### src/rtl/mips_mem_pkg.sv
// Shared types and defaults for the MIPS data-memory transaction sequencer.
package mips_mem_pkg;

    localparam int DEF_DATA_W    = 32;
    localparam int DEF_BURST_LEN = 4;
    localparam int DEF_TIMEOUT   = 255;
    localparam int BYTE_STRIDE   = DEF_DATA_W / 8;

    typedef enum logic [1:0] {
        IDLE,
        ACCESS,
        FINISH
    } state_t;

    function automatic int byte_stride(input int data_w);
        return data_w / 8;
    endfunction

endpackage

### src/rtl/mips_beat_counter.sv
// Loadable down-counter with zero flag; counts remaining beats or remaining ack-wait cycles.
module mips_beat_counter #(
    parameter int W = 2
) (
    input  logic         clk,
    input  logic         rst_n,
    input  logic         load,
    input  logic [W-1:0] load_val,
    input  logic         dec,
    output logic [W-1:0] count,
    output logic         zero
);

    // NOTE: sequential state uses non-blocking assignments so every flop samples pre-edge values.
    always_ff @(posedge clk or negedge rst_n) begin
        if (!rst_n) begin
            count <= '0;
        end else if (load) begin
            count <= load_val;
        end else if (dec && (count != '0)) begin
            count <= count - 1'b1;
        end
    end

    assign zero = (count == '0);

endmodule

### src/rtl/mips_mem_sequencer.sv
// Turns one controller request into a single-beat or BURST_LEN-beat memory transaction.
// Optional feature: define MEM_TIMEOUT_EN to abort (ERR + DONE) after TIMEOUT ack-wait cycles.
module mips_mem_sequencer
    import mips_mem_pkg::*;
#(
    parameter int ADDR_W    = 32,
    parameter int DATA_W    = DEF_DATA_W,
    parameter int BURST_LEN = DEF_BURST_LEN,
    parameter int TIMEOUT   = DEF_TIMEOUT
) (
    input  logic              clk,
    input  logic              rst_n,
    input  logic              ENABLE,
    input  logic              WRITE,
    input  logic              BURST,
    input  logic [ADDR_W-1:0] ADDR,
    input  logic [DATA_W-1:0] WDATA,
    output logic              WREADY,
    output logic              BUSY,
    output logic              DONE,
    output logic [DATA_W-1:0] RDATA,
    output logic              RVALID,
    output logic              ERR,
    output logic              MEM_REQ,
    output logic              MEM_WE,
    output logic [ADDR_W-1:0] MEM_ADDR,
    output logic [DATA_W-1:0] MEM_WDATA,
    input  logic              MEM_ACK,
    input  logic [DATA_W-1:0] MEM_RDATA
);

    localparam int                BEAT_W = $clog2(BURST_LEN + 1);
    localparam logic [ADDR_W-1:0] STRIDE = ADDR_W'(byte_stride(DATA_W));

    state_t            state;
    logic              ack;
    logic              beat_load;
    logic              beat_dec;
    logic              beat_zero;
    logic [BEAT_W-1:0] beat_cnt;
    logic [BEAT_W-1:0] beat_init;
    logic              timeout;

    // Acks are only meaningful while a beat is being requested.
    assign ack       = (state == ACCESS) && MEM_ACK;
    assign beat_load = (state == IDLE) && ENABLE;
    assign beat_init = BURST ? BEAT_W'(BURST_LEN - 1) : '0;
    assign beat_dec  = ack && (beat_cnt != '0);

    mips_beat_counter #(.W(BEAT_W)) u_beat_cnt (
        .clk      (clk),
        .rst_n    (rst_n),
        .load     (beat_load),
        .load_val (beat_init),
        .dec      (beat_dec),
        .count    (beat_cnt),
        .zero     (beat_zero)
    );

`ifdef MEM_TIMEOUT_EN
    localparam int WAIT_W = $clog2(TIMEOUT + 1);

    logic [WAIT_W-1:0] wait_cnt;
    logic              wait_zero;
    logic              waiting;

    // Loaded with TIMEOUT-1 so that zero flags the TIMEOUT-th consecutive wait cycle.
    assign waiting = (state == ACCESS) && !MEM_ACK;
    assign timeout = waiting && wait_zero;

    mips_beat_counter #(.W(WAIT_W)) u_wait_cnt (
        .clk      (clk),
        .rst_n    (rst_n),
        .load     (beat_load || ack),
        .load_val (WAIT_W'(TIMEOUT - 1)),
        .dec      (waiting && (wait_cnt != '0)),
        .count    (wait_cnt),
        .zero     (wait_zero)
    );
`else
    logic unused_timeout;

    assign timeout        = 1'b0;
    assign unused_timeout = (TIMEOUT != 0);
`endif

    assign WREADY    = MEM_ACK && MEM_WE;
    assign MEM_WDATA = WDATA;

    always_ff @(posedge clk or negedge rst_n) begin
        if (!rst_n) begin
            state    <= IDLE;
            BUSY     <= 1'b0;
            DONE     <= 1'b0;
            RVALID   <= 1'b0;
            ERR      <= 1'b0;
            MEM_REQ  <= 1'b0;
            MEM_WE   <= 1'b0;
            MEM_ADDR <= '0;
            RDATA    <= '0;
        end else begin
            // NOTE: pulse outputs default low every cycle so each assertion lasts exactly one clock.
            DONE   <= 1'b0;
            RVALID <= 1'b0;
            ERR    <= 1'b0;
            unique case (state)
                IDLE: begin
                    if (ENABLE) begin
                        state    <= ACCESS;
                        BUSY     <= 1'b1;
                        MEM_REQ  <= 1'b1;
                        MEM_WE   <= WRITE;
                        MEM_ADDR <= ADDR;
                    end
                end
                ACCESS: begin
                    if (MEM_ACK) begin
                        if (!MEM_WE) begin
                            RDATA  <= MEM_RDATA;
                            RVALID <= 1'b1;
                        end
                        if (beat_zero) begin
                            state   <= FINISH;
                            DONE    <= 1'b1;
                            MEM_REQ <= 1'b0;
                            MEM_WE  <= 1'b0;
                        end else begin
                            MEM_ADDR <= MEM_ADDR + STRIDE;
                        end
                    end else if (timeout) begin
                        state   <= FINISH;
                        DONE    <= 1'b1;
                        ERR     <= 1'b1;
                        MEM_REQ <= 1'b0;
                        MEM_WE  <= 1'b0;
                    end
                end
                FINISH: begin
                    state <= IDLE;
                    BUSY  <= 1'b0;
                end
                default: state <= IDLE;
            endcase
        end
    end

endmodule

### config.mk
export PLATFORM = sky130hd
export DESIGN_NAME = mips_mem_sequencer
export DESIGN_NICKNAME = d
export VERILOG_FILES = /design/src/rtl/mips_mem_pkg.sv /design/src/rtl/mips_beat_counter.sv /design/src/rtl/mips_mem_sequencer.sv
export SDC_FILE = /design/constraint.sdc
export NUM_CORES = 1
export LEC_CHECK = 0
export BUFFER_PORTS_ARGS = -buffer_cell sky130_fd_sc_hd__buf_2
export CAP_MARGIN = 20
export CORE_MARGIN = 5
export CORE_UTILIZATION = 46
export CTS_CLUSTER_DIAMETER = 200
export CTS_CLUSTER_SIZE = 20
export DETAILED_ROUTE_END_ITERATION = 7
export PLACE_DENSITY = 0.81
export SLEW_MARGIN = 20
export SYNTH_ARGS = -nofsm -noshare
export SYNTH_HDL_FRONTEND = slang
export SYNTH_SLANG_ARGS = --single-unit
### constraint.sdc
create_clock -name clk -period 2.4 [get_ports clk]
set_input_delay 0.24 -clock clk [delete_from_list [all_inputs] [get_ports clk]]
set_output_delay 0.24 -clock clk [all_outputs]
set_load 0.05 [all_outputs]
# Yosys cells after proc, flatten, opt, wreduce, memory -nomap -nowiden
# Index checks and enable logic that the tools add are counted.
[op_classes]
n_eq_ne = 6
bitwise_logic = 1
n_reduce_logical = 16
addsub = 2
n_mux = 24
[op_table]
columns = ["operator", "n"]
rows = [
  ["2-to-1 mux 32 bit", 3],
  ["case mux 32 bit (2 select lines)", 1],
  ["adder 32 x 3 -> 32 bit, second input constant", 1],
  ["2-to-1 mux 1 bit", 10],
  ["2-to-1 mux 2 bit", 4],
  ["!= test 2 bit, second input constant", 4],
  ["AND reduction 4 bit", 2],
  ["2-to-1 mux 3 bit", 2],
  ["case mux 1 bit (2 select lines)", 3],
  ["AND reduction 3 bit", 2],
  ["nonzero test 2 bit", 3],
  ["logical AND 1 bit", 5],
  ["case mux 2 bit (2 select lines)", 1],
  ["zero test 3 bit", 1],
  ["nonzero test 3 bit", 1],
  ["subtractor 3 x 1 -> 3 bit, second input constant", 1],
  ["equality test 2 x 1 -> 1 bit, second input constant", 1],
  ["equality test 2 bit, second input constant", 1],
  ["zero test 2 bit", 1],
  ["AND reduction 2 bit", 1],
  ["NOT 1 bit", 1],
]
[totals]
register_bits = 74

# Logic depth before layout (Yosys ltp)
[logic_depth]
depth_word = 6
ltp_mapped = 9

# Modules after synthesis
# Synthesis repeated with hierarchy kept, for this count alone.
[hier_totals]
hier_cells = 413
area_unflattened_um2 = 4187.8
[by_module_without_submodules]
columns = ["module", "cells_per_inst", "n_inst", "seq_area_each_um2", "area_each_um2"]
rows = [
  ["mips_mem_sequencer", 394, 1, 1776.7, 3980.1],
  ["mips_beat_counter", 19, 1, 75.1, 207.7],
]

# Worst setup path before layout
# No wires, ideal clock.
[synth_timing]
path_kind = "reg2reg"
start = "register MEM_ADDR[2]"
end = "register MEM_ADDR[26]"
period_less_slack_ns = 2.094
t_arrival_ns = 1.974
n_path_buf = 2
setup_time_ns = 0.119
slack_ns = 0.306
stages_incl_launch_ff = 9
cell_sequence = "dfrtp_1 -> ha_1 -> and4_1 -> buf_4 -> nor3b_4 -> buf_6 -> nand3_1 -> o22ai_1 -> o21ba_1"
[synth_via]
elab_chain_len = 4
[synth_lines]
columns = ["item", "line", "rtl"]
rows = [
  ["start, declared", "mips_mem_sequencer.sv:26", "output logic [ADDR_W-1:0] MEM_ADDR,"],
  ["start signal, assigned", "mips_mem_sequencer.sv:128", "MEM_ADDR <= MEM_ADDR + STRIDE;"],
  ["adder 32 x 3 -> 32 bit", "mips_mem_sequencer.sv:128", ""],
  ["2-to-1 mux 32 bit", "mips_mem_sequencer.sv:122", "if (beat_zero) begin"],
  ["2-to-1 mux 32 bit", "mips_mem_sequencer.sv:117", "if (MEM_ACK) begin"],
  ["case mux 32 bit (2 select lines)", "mips_mem_sequencer.sv:106", "unique case (state)"],
]
# Every way passes these cells. The select of a mux whose other input is x is not followed.
# A chain may end at the register's enable or synchronous reset.

# Final worst setup path
[layout_timing]
start = "register MEM_ADDR[2]"
end = "register MEM_ADDR[22]"
# Same word-level chain as after synthesis.

==> results_dict.tcl <==
set metrics [dict create \
    h-tree-depth 3 \
    grt_max_degree 75 \
    p_per_area_mw_per_mm2 1830 \
    grt_pass1_vias 3260 \
    end_kind "flop" \
    clockBufferDepth 2 \
    ctsHoldBuffers 0 \
    clkSlewWorstSetupHoldPaths_ns 0.08 \
    placed_cells 584 \
    fin_crit_sh 0.902 \
    clk_latency_ns 0.34 \
    nets 595 \
    crit_chain "ha_1 > and4_1 > nor3b_4 > nand4_1 > a21oi_1 > a2bb2oi_1" \
    grtUsageTotal 0.193 \
    num_antenna_cells 0 \
    grt_setup_unrepaired "false" \
    maxSlewViolCount 0 \
    vias 3352 \
    root_buffer "clkbuf_8" \
    grt_most_used_layer "met2" \
    power.total_mw 8.60 \
    synth-seq-area-share 0.473 \
    fin_crit_ns 2.16 \
    fin_area_mm2 0.00471 \
    yosys.area_share.simple 0.160 \
    relSlewSlack 0.388 \
    crit_arrival_ns 2.43 \
    crit_path_top_delay_cell "nor3b_4" \
    r2r-end "MEM_ADDR[22]$_DFFE_PN0P_" \
    yosys_register_bits 74 \
    drt_iter0_drc 119 \
    setup_tns_ns 0 \
    numCtsBuffers 9 \
    syn_area_per_cell_um2 10.1 \
    syn_inst 387 \
    post-route-util 0.570 \
    placed_cell_area_mm2 0.00444 \
    ant_nets 0 \
    skew_ns 0.00852 \
    drive_above_1_share 0.416 \
    place.gp.congestion 0.861 \
    cap_violations 0 \
    grt_pass1_wl_um 15900 \
    pin_count 205 \
    post_cts_buffers 0 \
    tritoncts "done" \
    wl_per_cell_um 17.0 \
    slowest_delay_ns 0.53 \
    synth_edf_count 0 \
    grt_antenna_before_repair 0 \
    areaGrowthSynthToFinish_pct 20.4 \
    setup.worst_path.class "flop to flop" \
    p_leak_nw 2.19 \
    syn-cell-area_mm2 0.00391 \
    first_pass_iters 5 \
    rr_worst_depth 6 \
    grt_use_met1 0.247 \
    dpl_worst_slack_ns 0.260 \
    yosysWarnings 0 \
    rows 33 \
    fmax_mhz 462 \
    gr-usage-met3 0.0457 \
    final.setup.worst_slack_ns 0.236 \
    startpoint_type "flop" \
    via_per_inst 5.59 \
    muxShareOfSynthArea 0.0972 \
    global_route.usage.met2 0.313 \
    setup_viol 0 \
    ys.flop_type "dfrtp_1" \
    worstReg2RegStart "MEM_ADDR[2]$_DFFE_PN0P_" \
    cts_resized 0 \
    initial_core_util 0.474 \
    synth_top_family_by_area "compound AO/OA/AOI/OAI gates" \
    portBuffers 139 \
    hold_viol 0 \
    layoutNonFillerInstCount 600 \
    synthXorXnorAreaFrac 0 \
    gr-total-overflow 0 \
    synth_compound_area_frac 0.163 \
    dieArea_mm2 0.0104 \
    irDropWorstVdd_uv 806 \
    dieWidth_um 102 \
    ff2ff_setup_slack_ns 0.24 \
    cp_max_fo 12 \
    worstMarginPinSlew_ns 0.918 \
    die_h_um 102 \
    ys_async_sr_fraction 1.00 \
    drt_wl_total_um 10200 \
    synth_nets 492 \
    netlist-cell-type-count 52 \
    drc 0 \
    synthAdderAreaFrac 0.00960 \
    whs_ns 0.0194 \
    outcome "finished clean" \
    hold_path_class "input pin to asynchronous set/reset pin" \
    required_ns 2.67 \
    numClockSinks 74 \
    core_mm2 0.00826 \
    dpl.hpwl_um 7570 \
]
## final cells by class
class                      count  area, µm²
clock inverter                 6        138
clock buffer                  10        128
tap                          105        131
timing repair buffer         146        751
inverter                       6       22.5
fill                         728       3550
multi-input combinational    253       1690
sequential                    74       1850
## power by group
group	leakage, nW	switching [mW]	internal, mW
Clock	0.131	0.464	0.802
Combinational	1.20	3.56	1.37
Sequential	0.861	0.541	1.86
## cells in the final DEF, fill, tap and decap left out, types with 4 or more instances in the layout
master / instances
a21oi_1: 36
mux2_2: 28
o22ai_1: 14
dfrtp_1: 74
bufinv_16: 4
mux2_1: 4
clkbuf_8: 9
a2bb2oi_1: 11
buf_2: 138
nor2_1: 21
inv_1: 5
nand2_1: 39
nand4_1: 7
o21ai_0: 20
a31oi_1: 4
buf_4: 8
nand3_1: 16
## sequential cells by signal, indices dropped and copies added, names as in the netlist
register,count
u_beat_cnt.count,3
MEM_REQ,1
DONE,1
BUSY,1
state,2
RVALID,1
MEM_ADDR,32
RDATA,32
MEM_WE,1
## routing by layer
layer,wire length (µm),vias up
li1,-,1573
met1,4090,1568
met2,4790,188
met3,1120,23
met4,189,0
met5,0,-
## cells in the mapped netlist (4+ instances only)
cell type,number,area (µm²)
mux2_1,4,45.0
buf_2,6,30.0
nand4_1,7,43.8
a2bb2oi_1,11,96.3
o22ai_1,14,87.6
nor2_1,21,78.8
a31oi_1,4,25.0
a21oi_1,37,185
nand3_1,16,80.1
nand2_1,39,146
o21ai_0,20,100
dfrtp_1,74,1850
clkbuf_1,9,33.8
inv_1,5,18.8
buf_4,34,255
mux2_2,28,315
## how the worst max path moves through the flow
stage                               startpoint                  endpoint  slack, ns  depth (start not counted)
2_1_floorplan          MEM_ADDR[2]$_DFFE_PN0P_  MEM_ADDR[26]$_DFFE_PN0P_       0.31                          8
3_3_place_gp   u_beat_cnt.count[0]$_DFFE_PN0P_  MEM_ADDR[20]$_DFFE_PN0P_       0.37                          7
3_5_place_dp           MEM_ADDR[2]$_DFFE_PN0P_  MEM_ADDR[22]$_DFFE_PN0P_       0.26                          6
4_1_cts                MEM_ADDR[2]$_DFFE_PN0P_  MEM_ADDR[22]$_DFFE_PN0P_       0.24                          6
5_1_grt                MEM_ADDR[2]$_DFFE_PN0P_  MEM_ADDR[22]$_DFFE_PN0P_      0.003                          6
6_report               MEM_ADDR[2]$_DFFE_PN0P_  MEM_ADDR[22]$_DFFE_PN0P_       0.24                          6
## cell families after synthesis
kind of cell,Yosys count
simple gates,112
compound gates,103
flops,74
buf+inv,60
mux,34
fa+ha+maj,3
other cells,1
## worst max-delay path: cells and delay by family (launching register included)
| family | cells | cell delay [ns] |
|---|---|---|
| AOI/OAI and AO/OA | 2 | 0.36 |
| adders and majority gates | 1 | 0.25 |
| DFF | 1 | 0.41 |
| and+or+nand+nor | 3 | 1.06 |
(Power assumes the default switching activity.)
